**config.mk**
```make
export PLATFORM = sky130hd
export DESIGN_NAME = cpu_ram_loader
export DESIGN_NICKNAME = d
export VERILOG_FILES = /design/src/rtl/cpu_ram_loader.sv
export SDC_FILE = /design/constraint.sdc
export NUM_CORES = 2
export LEC_CHECK = 0
export ABC_CLOCK_PERIOD_IN_PS = 27500
export CAP_MARGIN = 10
export CORE_MARGIN = 1.5
export CORE_UTILIZATION = 40
export DETAILED_ROUTE_END_ITERATION = 6
export GPL_TIMING_DRIVEN = 1
export SLEW_MARGIN = 5
export SYNTH_ARGS = -nofsm -noshare
export SYNTH_HDL_FRONTEND = slang
export SYNTH_SLANG_ARGS = --single-unit
```
**constraint.sdc**
```tcl
create_clock -name clk_qzt -period 27.5 [get_ports clk_qzt]
set_input_delay 4.125 -clock clk_qzt [delete_from_list [all_inputs] [get_ports clk_qzt]]
set_output_delay 4.125 -clock clk_qzt [all_outputs]
set_load 0.02 [all_outputs]
```
**src/rtl/cpu_ram_loader.sv**
```systemverilog
// rtl/cpu_ram_loader.sv - 256x8 CPU RAM with LED/switch MMIO and a byte-stream program loader
module cpu_ram_loader #(
    parameter logic [7:0]  OUT_ADDR    = 8'hFF,
    parameter logic [7:0]  IN_ADDR     = 8'hFE,
    parameter logic [23:0] HOLD_CYCLES = 24'd1000000
) (
    input  logic       clk_qzt,
    input  logic       reset,
    input  logic [7:0] cpu_addr,
    input  logic [7:0] cpu_wdata,
    input  logic       cpu_we,
    output logic [7:0] cpu_rdata,
    input  logic [7:0] ld_data,
    input  logic       ld_valid,
    output logic       ld_ready,
    input  logic [7:0] sw_in,
    output logic [7:0] led_out,
    output logic       cpu_reset,
    output logic [7:0] cpu_res_addr,
    output logic       loading,
    output logic       ld_error
);

    typedef enum logic [1:0] {
        S_IDLE,
        S_GET_LEN,
        S_DATA,
        S_HOLD
    } state_t;

    state_t      state_q;
    logic [7:0]  start_q;
    logic [7:0]  cnt_q;
    logic [7:0]  ptr_q;
    logic [23:0] hold_q;
    logic [7:0]  res_addr_q;
    logic        cpu_reset_q;
    logic        ld_ready_q;
    logic        loading_q;
    logic        ld_error_q;
    logic [7:0]  cpu_rdata_q;
    logic [7:0]  led_q;

    logic [7:0]  mem_q [0:255];

    logic        ld_accept;
    logic        cpu_wr_ok;
    logic        mem_we;
    logic [7:0]  mem_waddr;
    logic [7:0]  mem_wdata;

    assign ld_accept = ld_valid && ld_ready_q;
    assign cpu_wr_ok = cpu_we && !loading_q;

    assign cpu_rdata    = cpu_rdata_q;
    assign led_out      = led_q;
    assign ld_ready     = ld_ready_q;
    assign cpu_reset    = cpu_reset_q;
    assign cpu_res_addr = res_addr_q;
    assign loading      = loading_q;
    assign ld_error     = ld_error_q;

    // Loader writes every cell, including the two MMIO-shadowed ones; the CPU never writes those.
    always_comb begin
        mem_we    = 1'b0;
        mem_waddr = cpu_addr;
        mem_wdata = cpu_wdata;
        if (!reset) begin
            if (state_q == S_DATA && ld_accept) begin
                mem_we    = 1'b1;
                mem_waddr = ptr_q;
                mem_wdata = ld_data;
            end else if (cpu_wr_ok && cpu_addr != OUT_ADDR && cpu_addr != IN_ADDR) begin
                mem_we = 1'b1;
            end
        end
    end

    always_ff @(posedge clk_qzt) begin
        if (mem_we) begin
            mem_q[mem_waddr] <= mem_wdata;
        end
    end

    always_ff @(posedge clk_qzt) begin
        if (reset) begin
            cpu_rdata_q <= 8'h00;
            led_q       <= 8'h00;
        end else begin
            if (cpu_addr == IN_ADDR) begin
                cpu_rdata_q <= sw_in;
            end else if (cpu_addr == OUT_ADDR) begin
                cpu_rdata_q <= led_q;
            end else begin
                cpu_rdata_q <= mem_q[cpu_addr];
            end
            if (cpu_wr_ok && cpu_addr == OUT_ADDR) begin
                led_q <= cpu_wdata;
            end
        end
    end

    // Registered outputs are assigned alongside the state they belong to, so they track state_q exactly.
    always_ff @(posedge clk_qzt) begin
        if (reset) begin
            state_q     <= S_IDLE;
            start_q     <= 8'h00;
            cnt_q       <= 8'h00;
            ptr_q       <= 8'h00;
            hold_q      <= 24'd0;
            res_addr_q  <= 8'hFF;
            cpu_reset_q <= 1'b0;
            ld_ready_q  <= 1'b0;
            loading_q   <= 1'b0;
            ld_error_q  <= 1'b0;
        end else begin
            ld_error_q <= 1'b0;
            unique case (state_q)
                S_IDLE: begin
                    ld_ready_q  <= 1'b1;
                    loading_q   <= 1'b0;
                    cpu_reset_q <= 1'b0;
                    if (ld_accept) begin
                        start_q     <= ld_data;
                        // CPU comes out of reset with PC <= res_addr + 1
                        res_addr_q  <= ld_data - 8'd1;
                        cpu_reset_q <= 1'b1;
                        loading_q   <= 1'b1;
                        state_q     <= S_GET_LEN;
                    end
                end
                S_GET_LEN: begin
                    if (ld_accept) begin
                        if (ld_data == 8'h00) begin
                            ld_error_q  <= 1'b1;
                            cpu_reset_q <= 1'b0;
                            loading_q   <= 1'b0;
                            state_q     <= S_IDLE;
                        end else begin
                            cnt_q   <= ld_data;
                            ptr_q   <= start_q;
                            state_q <= S_DATA;
                        end
                    end
                end
                S_DATA: begin
                    if (ld_accept) begin
                        ptr_q <= ptr_q + 8'd1;
                        cnt_q <= cnt_q - 8'd1;
                        if (cnt_q == 8'd1) begin
                            hold_q     <= HOLD_CYCLES;
                            ld_ready_q <= 1'b0;
                            state_q    <= S_HOLD;
                        end
                    end
                end
                S_HOLD: begin
                    if (hold_q == 24'd0) begin
                        cpu_reset_q <= 1'b0;
                        loading_q   <= 1'b0;
                        ld_ready_q  <= 1'b1;
                        state_q     <= S_IDLE;
                    end else begin
                        hold_q <= hold_q - 24'd1;
                    end
                end
                default: state_q <= S_IDLE;
            endcase
        end
    end

endmodule

```
==> flow_metrics.py <==
metrics = {
    "clocking": {
        "clkLatencyLatePin_ns": 0.86,
        "cts_tree": "built",
        "htree_levels": 4,
        "clk_path_buf_depth": 3,
        "cts-resized-gates": 0,
        "cts_setup_buffers": 0,
        "cts-buffers-inserted": 214,
        "clock-root-buffer": "clkbuf_16",
        "clk_pin_slew_worst_paths_ns": 0.06,
        "cts-hold-fix-buffers": 0,
        "clkSinkCount": 2125,
    },
    "sta": {
        "fin_setup_tns_ns": 0,
        "period_needed_ns": 9.23,
        "slew_headroom": 0.171,
        "final-setup-viol-count": 0,
        "hold_viol": 0,
        "tightest_slew_ns": 1.24,
        "rsz0062_at_grt": "false",
        "post-route-period-util": 0.336,
        "slew_violations": 0,
        "max_freq_mhz": 108,
        "skew_ns": 0.0419,
    },
    "worst_setup_path": {
        "start_kind": "primary input",
        "cpMostUsedCell": "buf_4",
        "worst_r2r_path_depth": 9,
        "endpoint_kind": "flop",
        "critical_path.cell_chain": "buf_8, buf_4, buf_12, buf_4, buf_4, mux4_2, and2_1, a211oi_1, nor4_1, nor3b_1, o32ai_1, a41oi_1",
        "r2r-end": "mem_q[141][6]",
        "r2r_start": "state_q[0]",
        "critPathRequiredTime_ns": 28.17,
        "cp_max_fo": 98,
        "cp.arrival_ns": 9.90,
        "critPathSlowestCell": "o32ai_1",
        "crit_path_max_incr_delay_ns": 0.87,
        "crit_type": "in2reg",
        "r2r_slack_ns": 22.42,
    },
    "worst_hold_path": {
        "hp-class": "reg2reg",
        "hp-start": "hold_q[0]",
        "min_to": "hold_q[0]",
        "hold_depth": 2,
    },
    "synth": {
        "syn_avg_cell_area_sq_um": 19.9,
        "synth_flop_cell": "edfxtp_1",
        "yosysTopAreaCell": "edfxtp_1",
        "yosysMostFrequentCell": "edfxtp_1",
        "yosysTopAreaCellShare": 0.737,
        "synth-seq-cells": 2125,
        "syn-num-nets": 4238,
        "synth.area.top_cells": "edfxtp_1, mux4_2, dfxtp_1, mux2i_1, nor2_1",
        "synthTopCellsByCount": "edfxtp_1, mux4_2, nor2_1",
        "synth_seq_area_share": 0.755,
        "synth_cell_types": 72,
        "syn_area_sq_um": 83500,
        "synthCells": 4191,
        "synth_edf_count": 2048,
        "async_reset_ff_frac": 0,
        "yosysWarnings": 0,
    },
    "floorplan": {
        "die_area_sq_um": 211000,
        "coreArea_sq_um": 207000,
        "die_y_microns": 460,
        "num_io_pins": 64,
        "die_w_microns": 460,
        "start_util": 0.403,
        "rows": 167,
    },
    "detailed_routing": {
        "vias": 43300,
        "drc_errors": 0,
        "dr.pass1.iters": 6,
        "drt_iter0_markers": 5800,
        "viasPerCell": 5.94,
        "ant_nets": 0,
        "wl_microns": 234000,
        "wl_per_cell_microns": 32.1,
    },
    "pwr": {
        "powerDensity_nw_per_um2": 72.2,
        "peakVddDrop_v": 0.0000498,
        "leakage_nw": 28.9,
        "finalPower_mw": 6.79,
    },
    "global_routing": {
        "grt_max_degree": 224,
        "grt_pass1_wl_microns": 330000,
        "antenna_found_initial": 10,
        "grt.total_usage": 0.221,
        "overflow": 0,
        "grt_pass1_vias": 43000,
    },
    "placement": {
        "hpwl_microns": 142000,
        "gp_congestion": 0.880,
        "io_buffer_count": 63,
    },
    "status": {
        "status": "complete, no violations",
    },
    "final_layout": {
        "utilization": 0.453,
        "drive_gt1_frac": 0.209,
        "areaGrowthSynthToFinish_pct": 12.6,
        "final_net_count": 4371,
    },
    "job": {
        "maxCapViolations": 0,
    },
}
==> flip-flops by register name, indices dropped and copies added (netlist names), named ones only <==
signal and cells:
mem_q 2048, hold_q 24, cnt_q 8, cpu_rdata 8, cpu_res_addr 8, led_out 8, ptr_q 8, start_q 8
ld_error 1, ld_ready 1, loading 1, state_q 1
==> metal layers <==
metal	share of wire	GRT usage	wire length, microns	vias up
met4	0.041	0.0846	9600	2
met1	0.40	0.309	94500	23100
li1	-	-	-	17600
met2	0.46	0.334	108000	2176
met5	0.000043	0	10	-
met3	0.097	0.0536	22700	452
==> through the flow <==
stage	cell area, sq um	std cells	setup WS, ns	hold slack (ns)
2_1_floorplan	83500	4191	10.25	0.436
3_3_place_gp	87300	6894	17.57	0.442
3_5_place_dp	87300	6895	17.51	0.448
4_1_cts	94000	7289	18.38	0.459
5_1_grt	94000	7292	18.10	0.479
6_report	94000	7295	18.27	0.456
==> cells in the final DEF, fill, tap and decap left out, types with 8 or more instances in the layout <==
| cell type | synthesis | routed |
|---|---|---|
| buf_4 | 28 | 93 |
| inv_6 | 0 | 9 |
| o31ai_1 | 8 | 8 |
| clkbuf_1 | 108 | 51 |
| a21oi_1 | 70 | 70 |
| dfxtp_1 | 77 | 77 |
| a22oi_1 | 74 | 74 |
| nor2_1 | 350 | 348 |
| mux4_2 | 499 | 499 |
| nor3_1 | 28 | 26 |
| nand2b_1 | 9 | 9 |
| a211oi_1 | 18 | 18 |
| clkbuf_16 | 0 | 216 |
| o211ai_1 | 25 | 25 |
| ha_1 | 11 | 11 |
| clkinv_1 | 3 | 52 |
| inv_1 | 14 | 13 |
| a211o_1 | 9 | 9 |
| and2_1 | 10 | 9 |
| mux2i_1 | 147 | 147 |
| a31oi_1 | 10 | 10 |
| a221oi_1 | 42 | 42 |
| nand3_1 | 57 | 57 |
| clkdlybuf4s50_1 | 0 | 57 |
| o21ai_0 | 73 | 69 |
| nor4_1 | 16 | 16 |
| bufinv_16 | 0 | 13 |
| a22o_1 | 12 | 12 |
| xnor2_1 | 19 | 19 |
| clkinv_2 | 0 | 42 |
| nand2_1 | 159 | 153 |
| o221ai_1 | 14 | 14 |
| nand4_1 | 13 | 13 |
| or3_1 | 11 | 11 |
| o22ai_1 | 15 | 15 |
| edfxtp_1 | 2048 | 2048 |
| nand3b_1 | 9 | 9 |
| xor2_1 | 9 | 9 |
==> worst max-delay path: cells and delay by family <==
kind | cells | cell delay (ns)
multiplexers | 1 | 0.40
buffers and inverters | 5 | 3.19
AO/OA/AOI/OAI | 3 | 1.35
AND/OR/NAND/NOR | 3 | 0.44
==> report_power, final <==
| part | switching (mW) | internal (mW) | leakage, nW |
|---|---|---|---|
| logic | 0.270 | 0.134 | 6.58 |
| clock network | 1.24 | 1.57 | 3.28 |
| registers | 0.0118 | 3.56 | 19.0 |
| total | 1.52 | 5.27 | 28.9 |
==> how the worst max path moves through the flow <==
| stage | start | endpoint | cells past startpoint |
|---|---|---|---|
| after floorplan | ld_valid | mem_q[0][0] | 6 |
| after global placement | cpu_addr[0] | cpu_rdata[5] | 11 |
| after detailed placement | cpu_addr[1] | cpu_rdata[1] | 12 |
| after CTS | cpu_addr[1] | cpu_rdata[1] | 12 |
| after global routing | cpu_addr[0] | cpu_rdata[5] | 11 |
| final | cpu_addr[1] | cpu_rdata[1] | 12 |
==> cells by family after synthesis <==
| family | synth area share |
|---|---|
| AND/OR/NAND/NOR | 0.0367 |
| XOR/XNOR | 0.00294 |
| flip-flops | 0.755 |
| buffers and inverters | 0.0159 |
| adder cells (fa/ha/maj) | 0.00165 |
| AO/OA/AOI/OAI | 0.0344 |
| multiplexers | 0.153 |
==> cell type report <==
| class | instances | area, sq um |
|---|---|---|
| fill | 17600 | 113000 |
| sequential | 2125 | 63000 |
| multi-input combinational | 1801 | 19200 |
| clock buffer | 269 | 5620 |
| tap | 2788 | 3490 |
| timing repair buffer | 163 | 1460 |
| clock inverter | 125 | 1080 |
| inverter | 19 | 76.3 |
| antenna | 5 | 12.5 |
Note: power is estimated with default switching activity, not from simulation.
